--- config.mk ---
export PLATFORM = sky130hd
export DESIGN_NAME = z80_io_initiator
export DESIGN_NICKNAME = d
export VERILOG_FILES = /design/src/rtl/z80_bus_pkg.sv /design/src/rtl/mmu_map_loader.sv /design/src/rtl/z80_io_initiator.sv
export SDC_FILE = /design/constraint.sdc
export NUM_CORES = 1
export LEC_CHECK = 0
export BUFFER_PORTS_ARGS = -buffer_cell sky130_fd_sc_hd__buf_2
export CORE_AREA = 5 5 66 68
export DETAILED_ROUTE_END_ITERATION = 16
export DIE_AREA = 0 0 71 73
export GPL_TIMING_DRIVEN = 0
export PLACE_DENSITY = 0.85
export SETUP_SLACK_MARGIN = 0.15
export SYNTH_ARGS = -nofsm -noshare
export SYNTH_HDL_FRONTEND = slang
export SYNTH_HIERARCHICAL = 1
export SYNTH_SLANG_ARGS = --single-unit
export TNS_END_PERCENT = 30
--- constraint.sdc ---
create_clock -name clk -period 3.1 [get_ports clk]
set_input_delay 0.62 -clock clk [delete_from_list [all_inputs] [get_ports clk]]
set_output_delay 0.62 -clock clk [all_outputs]
set_load 0.05 [all_outputs]
--- src/rtl/z80_bus_pkg.sv ---
// Shared types and constants for the Z80-style IO bus master.
// The map-loader helper below is used only when MMU_MAP_LOADER_EN is defined.
package z80_bus_pkg;

    // Bus-cycle phases of one Z80 IN/OUT cycle
    typedef enum logic [2:0] {
        ST_IDLE = 3'd0,
        ST_T1   = 3'd1,
        ST_T2   = 3'd2,
        ST_TW   = 3'd3,
        ST_T3   = 3'd4
    } bus_state_t;

    localparam logic [7:0] IO_WIN    = 8'hD0;
    localparam logic [7:0] IO_BEEP   = 8'hD1;
    localparam logic [7:0] IO_MEMMAP = 8'hD8;

    // Page i of a packed 8 x 3-bit page map sits at bits 3i+2:3i
    function automatic logic [2:0] page_sel(input logic [23:0] pages, input logic [2:0] i);
        return pages[3*i +: 3];
    endfunction

endpackage

--- src/rtl/mmu_map_loader.sv ---
// MMU map loader: replays the ten-cycle unlock / load-8-pages / lock sequence
// through the initiator's internal command mux. Built only with MMU_MAP_LOADER_EN.
`ifdef MMU_MAP_LOADER_EN
module mmu_map_loader
    import z80_bus_pkg::*;
(
    input  logic        clk,
    input  logic        reset,
    input  logic        map_start,
    input  logic [23:0] map_pages,
    input  logic        bus_idle,
    input  logic        cycle_end,
    input  logic        abort,
    output logic        ld_valid,
    output logic        ld_wr,
    output logic [7:0]  ld_addr,
    output logic [7:0]  ld_wdata,
    output logic        ld_busy,
    output logic        map_done
);

    localparam logic [3:0] LAST_IDX = 4'd10;

    logic        active;
    logic [3:0]  idx;
    logic [23:0] pages_q;
    logic        start;
    logic [3:0]  cur;
    logic [2:0]  pg;

    assign start    = map_start && bus_idle && !active;
    assign ld_valid = bus_idle && (start || (active && idx != LAST_IDX));
    assign ld_busy  = active || (map_start && bus_idle);

    // Decode the command for the step about to launch (step 0 launches on the start cycle)
    always_comb begin
        cur      = start ? 4'd0 : idx;
        pg       = 3'(cur - 4'd1);
        ld_wr    = 1'b1;
        ld_addr  = IO_BEEP;
        ld_wdata = 8'h00;
        if (cur == 4'd0) begin
            ld_wr = 1'b0;
        end else if (cur <= 4'd8) begin
            ld_addr  = IO_MEMMAP + {5'b0, pg};
            ld_wdata = {5'b0, page_sel(pages_q, pg)};
        end
    end

    // Sequence position, page snapshot and completion pulse
    always_ff @(posedge clk or negedge reset) begin
        if (!reset) begin
            active   <= 1'b0;
            idx      <= 4'd0;
            pages_q  <= 24'd0;
            map_done <= 1'b0;
        end else begin
            map_done <= 1'b0;
            if (start) begin
                active  <= 1'b1;
                idx     <= 4'd1;
                pages_q <= map_pages;
            end else if (active) begin
                if (abort) begin
                    active <= 1'b0;
                    idx    <= 4'd0;
                end else if (ld_valid) begin
                    idx <= idx + 4'd1;
                end else if (cycle_end && idx == LAST_IDX) begin
                    active   <= 1'b0;
                    idx      <= 4'd0;
                    map_done <= 1'b1;
                end
            end
        end
    end

endmodule
`endif

--- src/rtl/z80_io_initiator.sv ---
// Z80-style IO bus master: one IN/OUT cycle in flight, fed from a valid/ready
// command port. Defining MMU_MAP_LOADER_EN adds the map_start/map_pages/map_done
// ports and the built-in MMU map loading sequence.
//
// state   | meaning
// IDLE    | no cycle; cmd_ready high unless the map loader owns the bus
// T1      | address (and write data) driven, strobes high
// T2      | iorq plus rd or wr asserted
// TW      | WAIT_STATES fixed waits, then extended while wait_n low
// T3      | last strobe cycle; read data captured on the exit edge
module z80_io_initiator
    import z80_bus_pkg::*;
#(
    parameter int WAIT_STATES  = 1,
    parameter int WAIT_TIMEOUT = 255
) (
    input  logic        clk,
    input  logic        reset,
    input  logic        cmd_valid,
    output logic        cmd_ready,
    input  logic        cmd_wr,
    input  logic [7:0]  cmd_addr,
    input  logic [7:0]  cmd_wdata,
    output logic        rsp_valid,
    output logic [7:0]  rsp_rdata,
    output logic        err,
    output logic        iorq,
    output logic        rd,
    output logic        wr,
    output logic [7:0]  a07,
    output logic [7:0]  data_out,
    output logic        data_oe,
    input  logic [7:0]  data_in,
    input  logic        wait_n
`ifdef MMU_MAP_LOADER_EN
    ,
    input  logic        map_start,
    input  logic [23:0] map_pages,
    output logic        map_done
`endif
);

    localparam logic [2:0] WS_INIT  = 3'(WAIT_STATES - 1);
    localparam logic [7:0] TMO_INIT = 8'(WAIT_TIMEOUT - 1);

    bus_state_t state, state_nxt;

    logic       wr_q;
    logic [7:0] addr_q;
    logic [7:0] wdata_q;
    logic [2:0] wcnt;
    logic [7:0] tmo_cnt;
    logic       tmo_abort;
    logic       launch;
    logic       sel_wr;
    logic [7:0] sel_addr;
    logic [7:0] sel_wdata;

    logic       ld_valid;
    logic       ld_wr;
    logic [7:0] ld_addr;
    logic [7:0] ld_wdata;
    logic       ld_busy;

`ifdef MMU_MAP_LOADER_EN
    mmu_map_loader u_loader (
        .clk       (clk),
        .reset     (reset),
        .map_start (map_start),
        .map_pages (map_pages),
        .bus_idle  (state == ST_IDLE),
        .cycle_end (state == ST_T3),
        .abort     (tmo_abort),
        .ld_valid  (ld_valid),
        .ld_wr     (ld_wr),
        .ld_addr   (ld_addr),
        .ld_wdata  (ld_wdata),
        .ld_busy   (ld_busy),
        .map_done  (map_done)
    );
`else
    assign ld_valid = 1'b0;
    assign ld_wr    = 1'b0;
    assign ld_addr  = 8'h00;
    assign ld_wdata = 8'h00;
    assign ld_busy  = 1'b0;
`endif

    // The loader always wins the mux; host commands only launch when it is quiet
    assign sel_wr    = ld_valid ? ld_wr    : cmd_wr;
    assign sel_addr  = ld_valid ? ld_addr  : cmd_addr;
    assign sel_wdata = ld_valid ? ld_wdata : cmd_wdata;
    assign launch    = (state == ST_IDLE) && (ld_valid || (cmd_valid && cmd_ready));
    assign tmo_abort = (state == ST_TW) && !wait_n && (tmo_cnt == 8'd0);

    // State register
    always_ff @(posedge clk or negedge reset) begin
        if (!reset) state <= ST_IDLE;
        else        state <= state_nxt;
    end

    // Next-state logic
    always_comb begin
        state_nxt = state;
        case (state)
            ST_IDLE: if (launch) state_nxt = ST_T1;
            ST_T1:   state_nxt = ST_T2;
            ST_T2:   state_nxt = ST_TW;
            ST_TW: begin
                if (tmo_abort)         state_nxt = ST_IDLE;
                else if (wcnt != 3'd0) state_nxt = ST_TW;
                else if (!wait_n)      state_nxt = ST_TW;
                else                   state_nxt = ST_T3;
            end
            ST_T3:   state_nxt = ST_IDLE;
            default: state_nxt = ST_IDLE;
        endcase
    end

    // Bus outputs decoded from state; strobes and drive enable release as soon as IDLE is entered
    always_comb begin
        iorq      = 1'b1;
        rd        = 1'b1;
        wr        = 1'b1;
        a07       = 8'h00;
        data_oe   = 1'b0;
        data_out  = 8'h00;
        cmd_ready = 1'b0;
        case (state)
            ST_IDLE: cmd_ready = !ld_busy;
            ST_T1: begin
                a07      = addr_q;
                data_oe  = wr_q;
                data_out = wr_q ? wdata_q : 8'h00;
            end
            ST_T2, ST_TW, ST_T3: begin
                a07      = addr_q;
                data_oe  = wr_q;
                data_out = wr_q ? wdata_q : 8'h00;
                iorq     = 1'b0;
                rd       = wr_q;
                wr       = !wr_q;
            end
            default: ;
        endcase
    end

    // Command latch, read capture and one-cycle response/error pulses
    always_ff @(posedge clk or negedge reset) begin
        if (!reset) begin
            wr_q      <= 1'b0;
            addr_q    <= 8'h00;
            wdata_q   <= 8'h00;
            rsp_valid <= 1'b0;
            rsp_rdata <= 8'h00;
            err       <= 1'b0;
        end else begin
            rsp_valid <= 1'b0;
            err       <= 1'b0;
            if (launch) begin
                wr_q    <= sel_wr;
                addr_q  <= sel_addr;
                wdata_q <= sel_wdata;
            end
            if (state == ST_T3 && !wr_q) begin
                rsp_valid <= 1'b1;
                rsp_rdata <= data_in;
            end
            if (tmo_abort) err <= 1'b1;
        end
    end

    // Wait-state and timeout down-counters, both armed in T2
    always_ff @(posedge clk or negedge reset) begin
        if (!reset) begin
            wcnt    <= 3'd0;
            tmo_cnt <= 8'd0;
        end else begin
            case (state)
                ST_T2: begin
                    wcnt    <= WS_INIT;
                    tmo_cnt <= TMO_INIT;
                end
                ST_TW: begin
                    if (wcnt != 3'd0) wcnt <= wcnt - 3'd1;
                    if (wait_n)                tmo_cnt <= TMO_INIT;
                    else if (tmo_cnt != 8'd0)  tmo_cnt <= tmo_cnt - 8'd1;
                end
                default: ;
            endcase
        end
    end

endmodule
=== Word level (Yosys, flattened, before mapping) ===
Cells that the tools add are included.

* Add/sub/neg operators: 2
* Eq/ne operators: 7
* Mux-type cells: 20
* Reductions and logical operators: 16

{| class="wikitable"
|+ Operator list
! cell !! number
|-
| $mux W8 || 5
|-
| $pmux W8 S2 || 1
|-
| $mux W3 || 5
|-
| $pmux W3 S4 || 1
|-
| $logic_not A8 Y1 || 1
|-
| $reduce_bool A8 Y1 || 1
|-
| $sub A8 B1 Y8 const B || 1
|-
| $mux W1 || 7
|-
| $eq A3 B2 Y1 const B || 2
|-
| $pmux W3 S2 || 1
|-
| $logic_and A1 B1 Y1 || 5
|-
| $reduce_and A2 Y1 || 2
|-
| $reduce_or A4 Y1 || 1
|-
| $eq A3 B1 Y1 const B || 1
|-
| $eq A3 B3 Y1 const B || 1
|-
| $logic_not A3 Y1 || 1
|-
| $ne A3 B2 Y1 const B || 1
|-
| $reduce_bool A3 Y1 || 1
|-
| $reduce_or A3 Y1 || 1
|-
| $sub A3 B1 Y3 const B || 1
|-
| $logic_not A1 Y1 || 2
|-
| $ne A2 B1 Y1 const B || 1
|-
| $ne A2 B2 Y1 const B || 1
|-
| $reduce_bool A2 Y1 || 1
|}

* Register bits after elaboration: 41
* Output and inout port bits: 31
* Word-level logic and storage cells: 54

=== Longest topological paths before layout ===
Gate-level depths: netlist of run 1.

* Depth after elaboration: 6
* Gate-level depth with buffers: 6

=== Worst setup path after synthesis of run 1 ===
OpenSTA, ideal clock, no wires.

* Path kind: reg-to-output
* From: register state[1]
* To: output port wr
* Arrival: 2129 ps
* Setup slack: 351 ps
* Cell stages (with the launch flop): 6
* Path through: dfrtp_1 > buf_4 > nor2b_1 > clkbuf_1 > a21oi_1 > nand2b_1

* Longest elaborated chain between the ends: 3
* Elaborated cells between the ends (all ways): 5
* Classes of those cells: eq/ne: 3; mux: 1; reduce/logical: 1

{| class="wikitable"
|+ RTL lines
! what !! line !! RTL
|-
| start, declared || z80_io_initiator.sv:46 || <nowiki>bus_state_t state, state_nxt;</nowiki>
|-
| start signal, assigned || z80_io_initiator.sv:99 || <nowiki>else state <= state_nxt;</nowiki>
|-
| $eq A3 B2 Y1 or $eq A3 B3 Y1 (tied branches) || z80_io_initiator.sv:129 || <nowiki>case (state)</nowiki>
|-
| $reduce_or A3 Y1 (*) || z80_io_initiator.sv:129 ||
|-
| $mux W1 (*) || z80_io_initiator.sv:129 ||
|-
| end, declared || z80_io_initiator.sv:29 || <nowiki>output logic wr,</nowiki>
|}

Mark *: on every way between the ends. The rest lies on a longest branch, timed or not.

=== Worst setup path after layout of run 1 ===
* From: register state[0]
* To: output port data_out[6]

* Longest elaborated chain between the ends: 3
* Elaborated cells between the ends (all ways): 6
* Classes of those cells: eq/ne: 4; mux: 1; reduce/logical: 1

{| class="wikitable"
|+ RTL lines
! what !! line !! RTL
|-
| $eq A3 B2 Y1 (tied with other cells) || z80_io_initiator.sv:129 ||
|-
| $reduce_or A4 Y1 (no source line) (*) || - ||
|-
| $mux W8 (*) || - ||
|-
| end, declared || z80_io_initiator.sv:31 || <nowiki>output logic [7:0] data_out,</nowiki>
|}

Marks and branches as above.

==> run metrics, run 1 <==
status finished clean; CTS Buf Count 5; CP max FO 10; Netlist cell types 36; worst stage delay on the critical path 0.46 ns; Worst Clk Skew 0.00513 ns; share of layout cells above drive strength 1 42.1%; Via density 5.21; Initial Util 52.0%; synthesized cell area 0.00198 sq mm; top cells by count, synth 41 x dfrtp_1, 25 x mux2_2, 12 x and2_1, 12 x nand2_1, 12 x o21ai_0; CTS Hold Bufs 0; gr usage total 16.0%; Filler Cells Inserted 311; CTS Buffer Depth 2; Synth Area in Compound Gates 9.18%; Layout area overhead 24.0%; number of flops mapped to enable cells by yosys 0; Net Sw Frac 49.2%; Int Power 1.48 mW; Detail Route Antenna Nets 0; area of the multi-input gates 878 sq um; largest net degree at the start of global routing 42; hold crit path type input pin to async pin; Clock power frac 15.0%; Synth top area share 51.9%; max-cap violation count 0; sequential power share 28.0%; Slowest-stage cell, CP xnor2_1; final wirelength 3.95 mm; die area 0.00518 sq mm; num rows 23; register area 0.00103 sq mm; antenna violations before repair 0; Synth Instances 173; Req. time, crit path 2.48 ns; worst-skew pair later-pin latency 0.29 ns; die width 71 um; postcts setup bufs 0; VDD IR max 0.355 mV; top_reg_cell synth dfrtp_1; first-pass GRT wire length 6.56 mm; root buffer cell clkbuf_8; number of global-route vias before repair 1434; DR iter-0 viols 50; Via Count 1511; Final period util 89.5%; area leader, netlist dfrtp_1; largest family of logic cells by synthesized area simple AND/OR/NAND/NOR gates; mux cell area share after synthesis 14.7%; crit start category register; Slew HR 41.0%; Placed Area 0.00233 sq mm; Seq/Total Area, Yosys 51.9%; RD Place Congestion 0.751; Hold Vio Cnt, Final 0; final setup violation count 0; RSZ-0062 raised after global routing false; core box area 0.00380 sq mm; Post-Synth Adder-Cell Area 1.90%; io pins 60; CTS tree yes; Psw 1.43 mW; Syn Area/Cell 11.4 sq um; # resized after CTS 0; DRC viols 0; final std cells w/o fill 290; Die Ht 73 um; GRT overflow 0; Reg clk slew, reported paths 0.07 ns; DP HPWL 2.88 mm; placed cells 282; Worst Hold Slack 0.448 ns; n_diodes 0; number of buffers and inverters on the critical path 3; fin area 0.00245 sq mm; port bufs 59; max-slew violations 0; WP data arrival 2.15 ns; count leader, synth dfrtp_1; synth top area cells dfrtp_1 52%, mux2_2 14%, and2_1 3.8%, o21ai_0 3.0%, and3_1 2.5%; layout net count 271; Final TNS setup 0 ns; wire length per cell 13.6 um; Worst setup EP type output port; Pre-antenna DRT Iters 4; part of the power in combinational logic 57.0%; Tmin final 2.77 ns; PwrDens 1190 mW/mm^2; Fmax achieved 0.360 GHz; Simple-Gate Fraction of Synth Area 18.2%; critical path's top delay family buffers and inverters; worst slew pin tran 0.885 ns; H-Tree Depth 2; worst-path cell chain buf_6, nor2_1, xnor2_1, clkbuf_1, and3_1, buf_2; Pleak 1.16 nW; async set or reset register ratio after synthesis 100%; clock net sink count 41; Ys Warns 6; Yosys reg bits 41; Post-Synth XOR/XNOR Area 0.443%; Crit Path Class register to output port; syn nets 205
## power groups by stage
stage	Sequential (mW)	Clock, mW	Combinational (mW)
floorplan	0.977	0	1.16
global placement	0.815	0	1.65
detailed placement	0.826	0	1.67
CTS	0.815	0.452	1.67
global route	0.840	0.469	1.76
finish	0.815	0.436	1.66
## cell type report
| class | instances | share of cell area [%] |
|---|---|---|
| plain buffers | 9 | 2.35 |
| multi-input cells | 119 | 35.8 |
| inverters | 4 | 0.613 |
| repair buffers | 59 | 12.0 |
| clock buffers | 7 | 3.52 |
| well taps | 50 | 2.55 |
| clock inverters | 1 | 1.23 |
| flip-flops and latches | 41 | 41.9 |
## logic make-up after synthesis
group                      count (synthesis)
muxes                                     26
DFF                                       41
buffers and inverters                     13
and+or+nand+nor                           59
xor gates and xnor gates                   1
AOI/OAI and AO/OA                         30
adders and majority gates                  3
## routing by layer
layer / vias to the layer above / GRT usage [%] / part of all wire, % / routed length (um)
met3: 7 / 3.99 / 6.3 / 248
met4: 0 / 6.89 / 1.8 / 70
met5: - / 0 / 0 / 0
met2: 40 / 27.0 / 49 / 1940
met1: 724 / 19.7 / 43 / 1690
li1: 740 / - / - / -
## metrics by stage
stage                     setup slack [ns]  utilization, %  power, mW
final                                0.325            64.5       2.91
after global routing                 0.153            64.5       3.07
after CTS                            0.311            64.5       2.94
after detailed placement             0.637            61.5       2.49
after global placement               0.664            61.5       2.46
after floorplan                      0.351               -       2.13
## sequential cells by signal (all words and copies together), names as in the netlist
register and count:
addr_q 8, err 1, rsp_rdata 8, rsp_valid 1
state 3, tmo_cnt 8, wcnt 3, wdata_q 8
wr_q 1
## worst paths after layout
kind,start,endpoint,slack [ns],cells after the start
max,state[0]$_DFFE_PN0P_,data_out[6],0.33,6
min,reset,tmo_cnt[0]$_DFFE_PN0P_,0.45,1
max reg2reg,tmo_cnt[0]$_DFFE_PN0P_,tmo_cnt[2]$_DFFE_PN0P_,1.34,6
min reg2reg,wdata_q[1]$_DFFE_PN0P_,wdata_q[1]$_DFFE_PN0P_,0.50,1
max in group asynchronous,reset,wr_q$_DFFE_PN0P_,2.10,1
min in group clk,wdata_q[1]$_DFFE_PN0P_,wdata_q[1]$_DFFE_PN0P_,0.50,1
## placed cells by master, fill, tap and decap left out, drive strengths merged, types with 3 or more instances in the layout
master / Yosys / layout
a21oi: 5 / 5
a22o: 3 / 3
a31oi: 4 / 4
and2: 12 / 12
and3: 8 / 8
buf: 5 / 64
clkbuf: 4 / 11
dfrtp: 41 / 41
ha: 3 / 3
inv: 4 / 4
mux2: 25 / 25
nand2: 12 / 12
nand2b: 3 / 3
nor2: 9 / 9
nor2b: 3 / 3
o21ai: 12 / 12
No activity file was read; power rests on OpenSTA's default activity.
==> run 2, diff against run 1 <==
- CORE_AREA: 5 5 66 68 -> 5 5 65 67
- CTS_BUF_LIST: not set -> sky130_fd_sc_hd__clkbuf_8
- DIE_AREA: 0 0 71 73 -> 0 0 70 72
- PLACE_DENSITY: 0.85 -> 0.88
==> run 2 against run 1 <==
Compared with the run above:
- power shrank 3.2%
- final area shrank 1.3%
- cell count shrank 1.0%
- sequential power is essentially flat
- global-route usage is essentially flat
- count of clock-buffer cells in the layout shrank 1
- via count grew 0.20%
- critical path type unchanged
- largest cell class unchanged
- highest routed layer unchanged
==> run metrics, run 2 (synthesized netlist as in run 1, its figures left out) <==
status finished clean; H-Tree Depth 2; Via density 5.28; n_diodes 0; Clock power frac 12.1%; CTS tree yes; worst-skew pair later-pin latency 0.29 ns; Crit Path Class register to output port; sequential power share 29.1%; worst-path cell chain buf_4, nor2_1, xnor2_1, clkbuf_1, and3_1, buf_2; Req. time, crit path 2.48 ns; critical path's top delay family buffers and inverters; first-pass GRT wire length 6.61 mm; clock net sink count 41; DP HPWL 2.92 mm; Worst setup EP type output port; Finished Core Util 67.6%; die width 70 um; hold crit path type input pin to async pin; RSZ-0062 raised after global routing false; crit start category register; Slew HR 41.7%; Psw 1.42 mW; Int Power 1.39 mW; worst slew pin tran 0.874 ns; commonest cells after routing, fill and taps aside 60 x buf_2, 41 x dfrtp_1, 25 x mux2_2; max-slew violations 0; RD Place Congestion 0.776; Final period util 87.7%; antenna violations before repair 0; Filler Cells Inserted 267; share of layout cells above drive strength 1 41.8%; Worst Clk Skew 0.00518 ns; Pre-antenna DRT Iters 4; CTS Buf Count 5; Tmin final 2.72 ns; number of global-route vias before repair 1495; Die Ht 72 um; max-cap violation count 0; die area 0.00504 sq mm; WP data arrival 2.10 ns; wire length per cell 13.5 um; area of the multi-input gates 878 sq um; gr usage total 16.1%; Pleak 1.15 nW; # resized after CTS 0; DRC viols 0; largest net degree at the start of global routing 42; postcts setup bufs 0; Fmax achieved 0.368 GHz; Detail Route Antenna Nets 0; Final TNS setup 0 ns; io pins 60; final setup violation count 0; CTS Buffer Depth 2; register area 0.00103 sq mm; root buffer cell clkbuf_8; GRT overflow 0; Via Count 1514; worst stage delay on the critical path 0.46 ns; PwrDens 1160 mW/mm^2; Initial Util 55.2%; Net Sw Frac 50.7%; final wirelength 3.88 mm; number of buffers and inverters on the critical path 3; core box area 0.00358 sq mm; port bufs 59; Reg clk slew, reported paths 0.07 ns; part of the power in combinational logic 58.9%; DR iter-0 viols 66; Layout area overhead 22.3%; CTS Hold Bufs 0; num rows 22; Hold Vio Cnt, Final 0; Slowest-stage cell, CP xnor2_1; VDD IR max 0.511 mV; CP max FO 10; commonest non-fill, non-tap cell in the layout buf_2; layout net count 271
[run 2: changes by cell type in the layout (fill, tap and decap cells not counted)]
cell,change
inv_1,+1
bufinv_16,-1
clkbuf_1,-1
[run 2: layer usage]
| layer | up-vias | routed length (um) | GRT usage (%) |
|---|---|---|---|
| met1 | 710 | 1650 | 19.6 |
| met5 | - | 0 | 0 |
| met3 | 6 | 325 | 5.54 |
| met4 | 0 | 40 | 5.74 |
| li1 | 751 | - | - |
| met2 | 47 | 1860 | 26.8 |
[run 2: power by group through the flow]
stage	Sequential (mW)	Clock (mW)	Combinational, mW
after floorplan	0.977	0	1.16
after global placement	0.814	0	1.65
after detailed placement	0.828	0	1.67
after CTS	0.817	0.348	1.67
after global routing	0.840	0.370	1.76
final	0.817	0.339	1.66
[run 2: stage by stage]
| stage | setup WS (ns) | hold slack (ns) | total power, mW | area (sq um) | std cells |
|---|---|---|---|---|---|
| final | 0.381 | 0.444 | 2.81 | 2420 | 287 |
| after global routing | 0.248 | 0.518 | 2.97 | 2420 | 287 |
| after CTS | 0.375 | 0.486 | 2.84 | 2420 | 287 |
| after detailed placement | 0.696 | 0.487 | 2.50 | 2330 | 280 |
| after global placement | 0.718 | 0.481 | 2.46 | 2330 | 280 |
| after floorplan | 0.351 | 0.324 | 2.13 | 1980 | 173 |
[run 2: layout make-up]
type | count | area share, %
clock buffer | 6 | 3.41
buffer | 9 | 2.38
tap | 48 | 2.48
inverter | 4 | 0.621
timing repair buffer | 59 | 12.2
sequential | 41 | 42.4
clock inverter | 1 | 0.155
multi-input combinational | 119 | 36.3
[run 2: final timing paths]
| check | startpoint | slack, ns | cells after the start | to |
|---|---|---|---|---|
| worst max register to register | tmo_cnt[0]$_DFFE_PN0P_ | 1.35 | 6 | tmo_cnt[2]$_DFFE_PN0P_ |
| worst min register to register | addr_q[7]$_DFFE_PN0P_ | 0.50 | 1 | addr_q[7]$_DFFE_PN0P_ |
| min in group clk | addr_q[7]$_DFFE_PN0P_ | 0.50 | 1 | addr_q[7]$_DFFE_PN0P_ |
| max in group asynchronous | reset | 2.10 | 1 | tmo_cnt[5]$_DFFE_PN0P_ |
| worst min-delay path | reset | 0.44 | 1 | err$_DFF_PN0_ |
| worst max-delay path | state[1]$_DFFE_PN0P_ | 0.38 | 6 | data_out[6] |
[run 2: worst reg2reg max path: stages, from the launching register on]
cell,delay (ns)
dfrtp_1,0.40
inv_1,0.10
ha_1,0.22
nor3b_2,0.40
nand2_1,0.18
a211oi_1,0.27
nor2_1,0.07
